<file path="src/rtl/mul_issuer.sv">
// mul_issuer: execute-stage requester for the Booth multiplier. Issues one RV64M multiply
// at a time, picks the product half the op asks for and holds it until the pipeline takes it.
module mul_issuer #(
  parameter int XLEN    = 64,
  parameter int TIMEOUT = 63
) (
  input  logic            clock,
  input  logic            reset,
  input  logic            flush,
  input  logic            op_valid,
  output logic            op_ready,
  input  logic [2:0]      op_func,
  input  logic            op_word,
  input  logic [XLEN-1:0] op_src1,
  input  logic [XLEN-1:0] op_src2,
  output logic            res_valid,
  input  logic            res_ready,
  output logic [XLEN-1:0] res_data,
  output logic            timeout_err,
  output logic            mul_in_valid,
  output logic            mul_flush,
  output logic            mul_mulw,
  output logic [1:0]      mul_signed,
  output logic [XLEN-1:0] mul_multiplicand,
  output logic [XLEN-1:0] mul_multiplier,
  input  logic            mul_out_ready,
  input  logic            mul_out_valid,
  input  logic [XLEN-1:0] mul_result_hi,
  input  logic [XLEN-1:0] mul_result_lo
);

  typedef enum logic [2:0] {
    S_IDLE,
    S_ISSUE,
    S_WAIT,
    S_HOLD,
    S_DRAIN
  } state_t;

  // Last wait count before the watchdog fires, so WAIT lasts exactly TIMEOUT cycles.
  localparam logic [5:0] LAST_WAIT = 6'(TIMEOUT - 1);

  state_t          state;
  state_t          state_next;
  logic [5:0]      wait_cnt;
  logic [5:0]      wait_cnt_next;
  logic            accept;
  logic            issue_next;
  logic            flush_next;
  logic            capture;
  logic            timeout_hit;
  logic            in_valid_q;
  logic            sel_hi;
  logic [1:0]      signed_sel;
  logic [XLEN-1:0] src1_sel;
  logic [XLEN-1:0] src2_sel;
  logic [XLEN-1:0] result_sel;

  assign op_ready  = (state == S_IDLE) && mul_out_ready && !flush;
  assign accept    = op_valid && op_ready;
  assign res_valid = (state == S_HOLD);

  // A flush in the issue cycle has to stop the multiplier from ever starting the op.
  assign mul_in_valid = in_valid_q && !flush;

  always_comb begin
    signed_sel = 2'b11;
    if (!op_word) begin
      case (op_func)
        3'b010:  signed_sel = 2'b10;
        3'b011:  signed_sel = 2'b00;
        default: signed_sel = 2'b11;
      endcase
    end
  end

  assign src1_sel = op_word ? {{(XLEN-32){op_src1[31]}}, op_src1[31:0]} : op_src1;
  assign src2_sel = op_word ? {{(XLEN-32){op_src2[31]}}, op_src2[31:0]} : op_src2;

  assign result_sel = mul_mulw ? {{(XLEN-32){mul_result_lo[31]}}, mul_result_lo[31:0]}
                    : sel_hi   ? mul_result_hi
                    :            mul_result_lo;

  always_ff @(posedge clock) begin
    if (reset) begin
      state    <= S_IDLE;
      wait_cnt <= 6'd0;
    end else begin
      state    <= state_next;
      wait_cnt <= wait_cnt_next;
    end
  end

  always_comb begin
    state_next    = state;
    wait_cnt_next = wait_cnt;
    issue_next    = 1'b0;
    flush_next    = 1'b0;
    capture       = 1'b0;
    timeout_hit   = 1'b0;
    case (state)
      S_IDLE: begin
        if (accept) begin
          state_next = S_ISSUE;
          issue_next = 1'b1;
        end
      end
      S_ISSUE: begin
        wait_cnt_next = 6'd0;
        state_next    = flush ? S_IDLE : S_WAIT;
      end
      // Flush beats a same-cycle result; the multiplier is told to abandon its work.
      S_WAIT: begin
        if (flush) begin
          flush_next = 1'b1;
          state_next = S_DRAIN;
        end else if (mul_out_valid) begin
          capture    = 1'b1;
          state_next = S_HOLD;
        end else if (wait_cnt == LAST_WAIT) begin
          timeout_hit = 1'b1;
          flush_next  = 1'b1;
          state_next  = S_DRAIN;
        end else begin
          wait_cnt_next = wait_cnt + 6'd1;
        end
      end
      S_HOLD: begin
        if (flush || res_ready) state_next = S_IDLE;
      end
      S_DRAIN: begin
        if (mul_out_ready) state_next = S_IDLE;
      end
      default: state_next = S_IDLE;
    endcase
  end

  always_ff @(posedge clock) begin
    if (reset) begin
      in_valid_q       <= 1'b0;
      mul_flush        <= 1'b0;
      mul_mulw         <= 1'b0;
      mul_signed       <= 2'b00;
      mul_multiplicand <= '0;
      mul_multiplier   <= '0;
      sel_hi           <= 1'b0;
      res_data         <= '0;
      timeout_err      <= 1'b0;
    end else begin
      in_valid_q <= issue_next;
      mul_flush  <= flush_next;
      if (accept) begin
        mul_mulw         <= op_word;
        mul_signed       <= signed_sel;
        mul_multiplicand <= src1_sel;
        mul_multiplier   <= src2_sel;
        sel_hi           <= !op_word && !op_func[2] && (op_func[1:0] != 2'b00);
      end
      if (capture)     res_data    <= result_sel;
      if (timeout_hit) timeout_err <= 1'b1;
    end
  end

endmodule

</file>
<file path="config.mk">
export PLATFORM = sky130hd
export DESIGN_NAME = mul_issuer
export DESIGN_NICKNAME = d
export VERILOG_FILES = /design/src/rtl/mul_issuer.sv
export SDC_FILE = /design/constraint.sdc
export NUM_CORES = 1
export LEC_CHECK = 0
export CORE_AREA = 3 3 181 183
export CTS_CLUSTER_SIZE = 14
export DETAILED_ROUTE_END_ITERATION = 7
export DIE_AREA = 0 0 184 186
export MAX_ROUTING_LAYER = met4
export PLACE_DENSITY_LB_ADDON = 0.3
export SYNTH_ARGS = -nofsm -noshare
export SYNTH_HDL_FRONTEND = slang
export SYNTH_SLANG_ARGS = --single-unit
</file>
<file path="constraint.sdc">
create_clock -name clock -period 2.38 [get_ports clock]
set_input_delay 0.595 -clock clock [delete_from_list [all_inputs] [get_ports clock]]
set_output_delay 0.595 -clock clock [all_outputs]
set_load 0.01 [all_outputs]
</file>
==> report_table.html, run 1 <==
<table>
<tr><th>Metric</th><th>Value</th></tr>
<tr><th colspan="2">Logic synthesis</th></tr>
<tr><td>Number of nets in the synthesized netlist</td><td>between 1000 and 1500</td></tr>
<tr><td>Ranking of synthesized cells by instance count</td><td>208 x dfxtp_1, 174 x nand2_1, 109 x nor2_1</td></tr>
<tr><td>Count of flip-flops with a built-in enable after synthesis</td><td>0</td></tr>
<tr><td>Gate count after technology mapping</td><td>between 1000 and 1500</td></tr>
<tr><td>Ranking of synthesized cells by area</td><td>dfxtp_1 47%, nand2_1 7.4%, a311oi_1 6.4%</td></tr>
<tr><td>Number of distinct standard cells referenced by the synthesized netlist</td><td>41</td></tr>
<tr><td>Mapped Area</td><td>~8800 µm²</td></tr>
<tr><td>Main flop type after synthesis</td><td>dfxtp_1</td></tr>
<tr><td>Most common cell in the synthesized netlist</td><td>dfxtp_1</td></tr>
<tr><td>Sequential-to-total area share from yosys stat</td><td>0.471</td></tr>
<tr><td>Mean instance size in the synthesized netlist</td><td>between 8 and 9 µm²</td></tr>
<tr><td>Number of flip-flops and latches in the synthesized netlist</td><td>between 200 and 250</td></tr>
<tr><td>Proportion of register bits with asynchronous set or reset after synthesis</td><td>0</td></tr>
<tr><td>Synth warn</td><td>0</td></tr>
<tr><td>Yosys top cell area share</td><td>0.471</td></tr>
<tr><td>Largest area contributor in the netlist</td><td>dfxtp_1</td></tr>
<tr><th colspan="2">Global routing</th></tr>
<tr><td>Initial antenna violation count</td><td>0</td></tr>
<tr><td>Global-route wire length before repair</td><td>a little under 50 mm</td></tr>
<tr><td>Gr usage total</td><td>0.181</td></tr>
<tr><td>Pin count of the biggest net entering global routing</td><td>~80</td></tr>
<tr><td>Total congestion overflow after global routing</td><td>0</td></tr>
<tr><td>Via count of the first global-routing pass</td><td>between 8000 and 9000</td></tr>
<tr><th colspan="2">Critical path</th></tr>
<tr><td>Endpoint of the most critical register-to-register path</td><td>mul_multiplicand[45]$_SDFFE_PP0P_</td></tr>
<tr><td>Critical Setup Path Class</td><td>in -&gt; out</td></tr>
<tr><td>Worst reg2reg setup slack</td><td>around 550 ps</td></tr>
<tr><td>Endpoint kind of the worst setup timing path</td><td>output port</td></tr>
<tr><td>Startpoint of the most critical register-to-register path</td><td>state[1]$_SDFFE_PP0P_</td></tr>
<tr><td>Sort of element at the start of the critical path</td><td>primary input</td></tr>
<tr><td>Signal arrival time at the worst endpoint</td><td>~1600 ps</td></tr>
<tr><td>CP Max Fanout</td><td>10</td></tr>
<tr><td>Start point of the critical path</td><td>flush</td></tr>
<tr><td>CP Data Required Time</td><td>1780 ps</td></tr>
<tr><td>Cell count of the worst reg-to-reg path</td><td>8</td></tr>
<tr><th colspan="2">Worst hold path</th></tr>
<tr><td>Worst hold path startpoint</td><td>mul_multiplier[25]$_SDFFE_PP0P_</td></tr>
<tr><td>Worst hold endpoint</td><td>mul_multiplier[25]$_SDFFE_PP0P_</td></tr>
<tr><td>Number of stages on the worst hold path</td><td>2</td></tr>
<tr><td>Hold WC Path Type</td><td>reg -&gt; reg</td></tr>
<tr><th colspan="2">Route</th></tr>
<tr><td>Iteration-0 DRC count of the detailed router</td><td>418</td></tr>
<tr><td>Detailed-route vias per instance</td><td>between 4 and 5</td></tr>
<tr><td>Antenna Nets Post-Route</td><td>0</td></tr>
<tr><td>First drt pass iteration count</td><td>5</td></tr>
<tr><td>Drt wl/cell</td><td>~17 µm</td></tr>
<tr><td>Count of vias placed by the detailed router</td><td>8854</td></tr>
<tr><td>Aggregate routed wire length</td><td>around 33 mm</td></tr>
<tr><td>Residual DRC</td><td>0</td></tr>
<tr><th colspan="2">Place</th></tr>
<tr><td>Count of placed standard cells including taps</td><td>1817</td></tr>
<tr><td>Number of port buffers</td><td>between 400 and 500</td></tr>
<tr><td>Weighted congestion at the end of routability-driven global placement</td><td>about 0.80</td></tr>
<tr><td>Pre-CTS WS</td><td>-128 ps</td></tr>
<tr><td>HPWL Detailed</td><td>around 24 mm</td></tr>
<tr><th colspan="2">Power and ir drop</th></tr>
<tr><td>Worst VDD drop</td><td>between 0.5 and 0.6 mV</td></tr>
<tr><td>Clock network fraction of design power</td><td>0.470</td></tr>
<tr><td>Switching portion of total power</td><td>0.228</td></tr>
<tr><td>Int Power</td><td>0.00725 W</td></tr>
<tr><td>Pwr dens</td><td>about 630 nW/µm²</td></tr>
<tr><td>Net switching power</td><td>between 0.002 and 0.0025 W</td></tr>
<tr><td>Static Leak</td><td>about 5.0 nW</td></tr>
<tr><td>Sequential power share</td><td>0.390</td></tr>
<tr><td>Fraction of power consumed by combinational cells</td><td>0.140</td></tr>
<tr><td>Power after layout</td><td>around 0.0094 W</td></tr>
<tr><th colspan="2">Finish</th></tr>
<tr><td>Layout overhead on the synthesized area</td><td>68.6%</td></tr>
<tr><td>Share of layout cells above drive strength 1</td><td>0.0862</td></tr>
<tr><td>Antenna Diode Count</td><td>0</td></tr>
<tr><td>Fillcell total</td><td>roughly 3000</td></tr>
<tr><td>Number of nets in the finished design</td><td>1712</td></tr>
<tr><td>Final cell count without fillers</td><td>1863</td></tr>
<tr><td>Final standard cell utilization of the core</td><td>0.475</td></tr>
<tr><th colspan="2">STA</th></tr>
<tr><td>Number of failing hold endpoints at the final stage</td><td>0</td></tr>
<tr><td>Crit path setup slack, layout</td><td>between 100 and 150 ps</td></tr>
<tr><td>Max-slew violations</td><td>0</td></tr>
<tr><td>Relative max-transition margin</td><td>0.665</td></tr>
<tr><td>Setup repair after global routing missed its margin</td><td>no</td></tr>
<tr><td>Post-route fraction of the period consumed by the critical path</td><td>0.938</td></tr>
<tr><td>Fmax achieved</td><td>448 MHz</td></tr>
<tr><td>Layout Skew</td><td>between 9 and 10 ps</td></tr>
<tr><td>Final setup violating endpoints</td><td>0</td></tr>
<tr><td>Hold WS</td><td>around 450 ps</td></tr>
<tr><td>Tightest Pin Transition</td><td>roughly 500 ps</td></tr>
<tr><td>Clock period minus final worst setup slack</td><td>2230 ps</td></tr>
<tr><th colspan="2">Floorplan</th></tr>
<tr><td>Die H</td><td>186 µm</td></tr>
<tr><td># IOs</td><td>about 470</td></tr>
<tr><td>Area inside the core boundary</td><td>roughly 31000 µm²</td></tr>
<tr><td>Starting Density</td><td>0.282</td></tr>
<tr><td>Die outline area</td><td>34200 µm²</td></tr>
<tr><td>Die X</td><td>184 µm</td></tr>
<tr><td>Total number of placement rows</td><td>65</td></tr>
<tr><th colspan="2">CTS</th></tr>
<tr><td>CTS tree</td><td>done</td></tr>
<tr><td>H-tree depth</td><td>1</td></tr>
<tr><td>Register clock-pin slew on the reported worst setup and hold paths</td><td>60 ps</td></tr>
<tr><td>Cts bufs inserted</td><td>25</td></tr>
<tr><td>Count of clock tree sinks</td><td>approximately 210</td></tr>
<tr><td>Root buf cell</td><td>clkbuf_16</td></tr>
<tr><td>Buffers from clock root to sink, at most</td><td>3</td></tr>
<tr><td>Clock insertion delay at the later pin of the skew report</td><td>510 ps</td></tr>
<tr><th colspan="2">Outcome</th></tr>
<tr><td>Outcome</td><td>finished, final reports clean</td></tr>
<tr><th colspan="2">Job</th></tr>
<tr><td>Max-capacitance violation count</td><td>0</td></tr>
</table>
-- metal layers --
layer  share of wire  global-route usage  up-vias
li1                -                   -     4393
met1            0.38               0.202     4052
met2            0.48               0.301      369
met3            0.12              0.0791       40
met4           0.018              0.0393        0
met5               0                   -        -
-- worst max-delay path, cell delays in order --
cell and delay, ps:
clkdlybuf4s50_1 420, buf_4 190, nor2b_1 140, dlygate4sd2_1 290
-- per-stage QoR --
| stage | setup TNS (ps) | instance area (µm²) |
|---|---|---|
| finish | 0 | 14900 |
| global route | 0 | 14900 |
| CTS | 0 | 14900 |
| detailed placement | -191 | 13900 |
| global placement | -177 | 13900 |
| floorplan | 0 | 8850 |
-- flip-flops by register name, indices dropped and copies added, names as in the netlist --
register          count
mul_signed            2
timeout_err           1
state                 3
wait_cnt              6
in_valid_q            1
mul_multiplicand     64
mul_multiplier       64
mul_flush             1
sel_hi                1
res_data             64
mul_mulw              1
-- power groups by stage --
| stage | Combinational (W) | Clock [W] | Sequential, W |
|---|---|---|---|
| floorplan | 0.000436 | 0 | 0.00379 |
| global placement | 0.00132 | 0 | 0.00374 |
| detailed placement | 0.00132 | 0 | 0.00374 |
| CTS | 0.00133 | 0.00453 | 0.00367 |
| global route | 0.00143 | 0.00468 | 0.00368 |
| finish | 0.00132 | 0.00441 | 0.00367 |
-- cell usage in the layout, fill, tap and decap left out, types with 35 or more instances in the layout --
cell type,n
nand2b_1,71
a311oi_1,65
o211ai_1,35
a211oi_1,35
nand2_1,174
dfxtp_1,207
a21oi_1,103
nor2_1,108
clkdlybuf4s50_1,461
mux2i_1,36
-- cells by family after synthesis --
group                    share of synthesized area
adder cells (fa/ha/maj)                    0.00283
buffers and inverters                       0.0618
flip-flops                                   0.471
AND/OR/NAND/NOR                              0.190
multiplexers                                0.0815
AO/OA/AOI/OAI                                0.193
-- layout make-up --
cell class | count | area (µm²) | area share
Multi-Input combinational cell | 699 | 4160 | 0.279
Tap cell | 402 | 503 | 0.0337
Clock inverter | 14 | 251 | 0.0169
Sequential cell | 208 | 4170 | 0.279
Clock buffer | 31 | 708 | 0.0475
Inverter | 4 | 15.0 | 0.00101
Timing Repair Buffer | 505 | 5110 | 0.343
-- worst max path at each step --
stage | cells past startpoint | end | slack, ps
after floorplan | 5 | wait_cnt[2]$_SDFFE_PP0P_ | 650
after CTS | 4 | mul_in_valid | 140
after global placement | 4 | mul_in_valid | -100
final | 4 | mul_in_valid | 150
after global routing | 4 | mul_in_valid | 70
after detailed placement | 4 | mul_in_valid | -130
-- repair_timing --
action                                  in CTS  in global routing
buffers inserted                             1                  0
endpoints found under the setup margin       3                  0
hold buffers                                 0                  0
resized for setup                            6                  0
No activity file was read; power rests on OpenSTA's default activity.
==> run 2: changes to the inputs <==
==> constraint.sdc (replaced) <==
create_clock -name clock -period 2.6 [get_ports clock]
set_input_delay 0.65 -clock clock [delete_from_list [all_inputs] [get_ports clock]]
set_output_delay 0.65 -clock clock [all_outputs]
set_load 0.01 [all_outputs]
==> run 2 against run 1 <==
  * Clock power shrank 22%
  * Sequential cell count is the same
  * Combinational power shrank 9%
  * First-iteration DRC count shrank 4.3%
  * Worst hold slack is essentially flat
  * Global-route usage shrank 0.23 points
  * Sequential power shrank 8.4%
  * Critical path type unchanged
  * Largest cell class unchanged
  * Highest routed layer unchanged
==> report_table.html, run 2 (synthesized netlist as in run 1, its figures left out) <==
<table>
<tr><th>Metric</th><th>Value</th></tr>
<tr><th colspan="2">Outcome</th></tr>
<tr><td>Outcome</td><td>finished, final reports clean</td></tr>
<tr><th colspan="2">Place</th></tr>
<tr><td>Number of port buffers</td><td>between 400 and 500</td></tr>
<tr><td>Weighted congestion at the end of routability-driven global placement</td><td>~0.8</td></tr>
<tr><td>Count of placed standard cells including taps</td><td>about 1800</td></tr>
<tr><td>HPWL Detailed</td><td>~24 mm</td></tr>
<tr><th colspan="2">CTS</th></tr>
<tr><td>H-tree depth</td><td>1</td></tr>
<tr><td>Register clock-pin slew on the reported worst setup and hold paths</td><td>roughly 60 ps</td></tr>
<tr><td>Post-CTS Repair Setup Buffers</td><td>0</td></tr>
<tr><td>CTS tree</td><td>done</td></tr>
<tr><td>Root buf cell</td><td>clkbuf_16</td></tr>
<tr><td>Number of hold buffers added after cts</td><td>0</td></tr>
<tr><td>Buffers from clock root to sink, at most</td><td>3</td></tr>
<tr><td>Count of clock tree sinks</td><td>about 210</td></tr>
<tr><td>Clock insertion delay at the later pin of the skew report</td><td>520 ps</td></tr>
<tr><td>Cts bufs inserted</td><td>25</td></tr>
<tr><th colspan="2">Critical path</th></tr>
<tr><td>Endpoint kind of the worst setup timing path</td><td>output port</td></tr>
<tr><td>CP max stage cell</td><td>clkdlybuf4s50_1</td></tr>
<tr><td>Cell count of the worst reg-to-reg path</td><td>6</td></tr>
<tr><td>Endpoint of the most critical register-to-register path</td><td>mul_multiplicand[45]$_SDFFE_PP0P_</td></tr>
<tr><td>Cell breakdown of the critical path</td><td>clkdlybuf4s50_1, nor2_2, and3_1, clkdlybuf4s50_1</td></tr>
<tr><td>Critical Setup Path Class</td><td>in -&gt; out</td></tr>
<tr><td>CP Max Fanout</td><td>2</td></tr>
<tr><td>Start point of the critical path</td><td>flush</td></tr>
<tr><td>Slowest Stage Delay on Critical Path</td><td>540 ps</td></tr>
<tr><td>Cell occurring most often along the worst timing path</td><td>clkdlybuf4s50_1</td></tr>
<tr><td>Signal arrival time at the worst endpoint</td><td>1930 ps</td></tr>
<tr><td>Startpoint of the most critical register-to-register path</td><td>state[0]$_SDFFE_PP0P_</td></tr>
<tr><td>Sort of element at the start of the critical path</td><td>primary input</td></tr>
<tr><td>CP Data Required Time</td><td>~2000 ps</td></tr>
<tr><td>Worst setup path endpoint</td><td>op_ready</td></tr>
<tr><td>Worst reg2reg setup slack</td><td>a little over 800 ps</td></tr>
<tr><th colspan="2">Route</th></tr>
<tr><td>Detailed-route vias per instance</td><td>~4.8</td></tr>
<tr><td>Aggregate routed wire length</td><td>~33 mm</td></tr>
<tr><td>Residual DRC</td><td>0</td></tr>
<tr><td>First drt pass iteration count</td><td>4</td></tr>
<tr><td>Antenna Nets Post-Route</td><td>0</td></tr>
<tr><td>Iteration-0 DRC count of the detailed router</td><td>400</td></tr>
<tr><td>Count of vias placed by the detailed router</td><td>about 8800</td></tr>
<tr><td>Drt wl/cell</td><td>roughly 18 µm</td></tr>
<tr><th colspan="2">Power and ir drop</th></tr>
<tr><td>Clock network fraction of design power</td><td>0.430</td></tr>
<tr><td>Fraction of power consumed by combinational cells</td><td>0.150</td></tr>
<tr><td>Pwr dens</td><td>approximately 540 nW/µm²</td></tr>
<tr><td>Int Power</td><td>0.00608 W</td></tr>
<tr><td>Switching portion of total power</td><td>0.239</td></tr>
<tr><td>Sequential power share</td><td>0.420</td></tr>
<tr><td>Worst VDD drop</td><td>roughly 0.5 mV</td></tr>
<tr><td>Static Leak</td><td>~5 nW</td></tr>
<tr><td>Net switching power</td><td>between 0.0015 and 0.002 W</td></tr>
<tr><th colspan="2">Finish</th></tr>
<tr><td>Commonest cells after routing, fill and taps aside</td><td>463 x clkdlybuf4s50_1, 207 x dfxtp_1, 174 x nand2_1</td></tr>
<tr><td>Biggest regs</td><td>mul_multiplicand: 64 flops, mul_multiplier: 64 flops, res_data: 64 flops</td></tr>
<tr><td>Final cell count without fillers</td><td>1855</td></tr>
<tr><td>Antenna Diode Count</td><td>0</td></tr>
<tr><td>Layout overhead on the synthesized area</td><td>65.8%</td></tr>
<tr><td>Share of layout cells above drive strength 1</td><td>0.0771</td></tr>
<tr><td>Number of nets in the finished design</td><td>between 1500 and 2000</td></tr>
<tr><td>Most common library cell in the layout ignoring fill and taps</td><td>clkdlybuf4s50_1</td></tr>
<tr><td>Fillcell total</td><td>~3000</td></tr>
<tr><th colspan="2">Global routing</th></tr>
<tr><td>Initial antenna violation count</td><td>0</td></tr>
<tr><td>Gr usage total</td><td>0.178</td></tr>
<tr><td>Total congestion overflow after global routing</td><td>0</td></tr>
<tr><td>Via count of the first global-routing pass</td><td>between 8000 and 9000</td></tr>
<tr><td>Pin count of the biggest net entering global routing</td><td>96</td></tr>
<tr><td>Global-route wire length before repair</td><td>47.3 mm</td></tr>
<tr><th colspan="2">Floorplan</th></tr>
<tr><td>Starting Density</td><td>0.282</td></tr>
<tr><td>Area inside the core boundary</td><td>roughly 31000 µm²</td></tr>
<tr><td>Total number of placement rows</td><td>65</td></tr>
<tr><td>Die X</td><td>about 180 µm</td></tr>
<tr><td># IOs</td><td>467</td></tr>
<tr><td>Die outline area</td><td>between 30000 and 40000 µm²</td></tr>
<tr><td>Die H</td><td>approximately 190 µm</td></tr>
<tr><th colspan="2">Job</th></tr>
<tr><td>Max-capacitance violation count</td><td>0</td></tr>
<tr><th colspan="2">STA</th></tr>
<tr><td>Max-slew violations</td><td>0</td></tr>
<tr><td>Relative max-transition margin</td><td>0.660</td></tr>
<tr><td>Post-route fraction of the period consumed by the critical path</td><td>0.993</td></tr>
<tr><td>Fmax achieved</td><td>~390 MHz</td></tr>
<tr><td>Layout Skew</td><td>between 10 and 15 ps</td></tr>
<tr><td>Clock period minus final worst setup slack</td><td>~2600 ps</td></tr>
<tr><td>Sum Neg Setup Slack</td><td>0 ps</td></tr>
<tr><td>Setup repair after global routing missed its margin</td><td>no</td></tr>
<tr><td>Number of failing hold endpoints at the final stage</td><td>0</td></tr>
<tr><td>Final setup violating endpoints</td><td>0</td></tr>
<tr><td>Tightest Pin Transition</td><td>about 510 ps</td></tr>
<tr><th colspan="2">Worst hold path</th></tr>
<tr><td>Hold WC Path Type</td><td>reg -&gt; reg</td></tr>
</table>
==> run 2: cell types whose count changed in the layout (fill, tap and decap cells not counted) <==
cell             change
buf_4                -2
clkinv_4             +1
buf_12               -4
clkinv_2             -5
clkbuf_1             +6
clkdlybuf4s50_1      +2
clkinvlp_4           -1
inv_6                -1
clkbuf_8             +5
dlygate4sd2_1        -2
bufinv_16            -7
==> run 2: per-stage QoR <==
| stage | setup WS, ps | cell area [µm²] | hold WS, ps | power (W) | util |
|---|---|---|---|---|---|
| final | 17.8 | 14700 | 451 | 0.00799 | 0.467 |
| after global routing | 12.0 | 14700 | 469 | 0.00832 | 0.467 |
| after CTS | 20.4 | 14700 | 453 | 0.00811 | 0.467 |
| after detailed placement | 32.8 | 13900 | 445 | 0.00463 | 0.441 |
| after global placement | 60.6 | 13900 | 441 | 0.00462 | 0.441 |
| after floorplan | 813 | 8850 | 443 | 0.00387 | - |
==> run 2: layout make-up <==
cell class                 instances  area [µm²]  area share
clock inverter                     1        8.76    0.000597
multi-input combinational        699        4160       0.283
tap                              402         503      0.0343
sequential                       208        4170       0.284
inverter                           4        15.0     0.00102
clock buffer                      42         800      0.0545
timing repair buffer             499        5020       0.342
==> run 2: per-layer routing <==
layer | GRT usage | share of wire | up-vias
li1 | - | - | 4381
met1 | 0.208 | 0.40 | 4038
met2 | 0.299 | 0.48 | 365
met3 | 0.0649 | 0.10 | 36
met4 | 0.0342 | 0.015 | 0
met5 | - | 0 | -
==> run 2: worst min path at each step <==
stage	start	end	slack (ps)	cells past startpoint
after floorplan	wait_cnt[4]$_SDFFE_PP0P_	wait_cnt[4]$_SDFFE_PP0P_	440	2
after global placement	mul_multiplier[15]$_SDFFE_PP0P_	mul_multiplier[15]$_SDFFE_PP0P_	440	2
after detailed placement	mul_multiplicand[27]$_SDFFE_PP0P_	mul_multiplicand[27]$_SDFFE_PP0P_	450	2
after CTS	mul_multiplier[15]$_SDFFE_PP0P_	mul_multiplier[15]$_SDFFE_PP0P_	450	2
after global routing	mul_multiplier[15]$_SDFFE_PP0P_	mul_multiplier[15]$_SDFFE_PP0P_	470	2
final	res_data[34]$_SDFFE_PP0P_	res_data[34]$_SDFFE_PP0P_	450	2
==> run 2: worst max-delay path, delay by kind of cell <==
kind | cells | cell delay [ps]
buffers and inverters | 2 | 990
and+or+nand+nor | 2 | 290
==> run 2: what timing repair did <==
action | in CTS | in global routing
pin swaps | 0 | 0
endpoints found under the setup margin | 2 | 1
resized for setup | 2 | 2
==> run 2: power groups by stage <==
stage	clock [W]	combinational (W)	sequential, W
CTS	0.00354	0.00121	0.00336
global route	0.00366	0.00129	0.00337
finish	0.00344	0.00120	0.00336
detailed placement	0	0.00120	0.00342
global placement	0	0.00120	0.00342
floorplan	0	0.000399	0.00347
==> run 3: changes to the inputs <==
--- a/config.mk
+++ b/config.mk
@@ -5,6 +5,7 @@
 export SDC_FILE = /design/constraint.sdc
 export NUM_CORES = 1
 export LEC_CHECK = 0
+export CAP_MARGIN = 20
 export CORE_AREA = 3 3 181 183
 export CTS_CLUSTER_SIZE = 14
 export DETAILED_ROUTE_END_ITERATION = 7
==> results of run 3 <==
The final DEF is identical to that of run 2; final timing and power are the same.
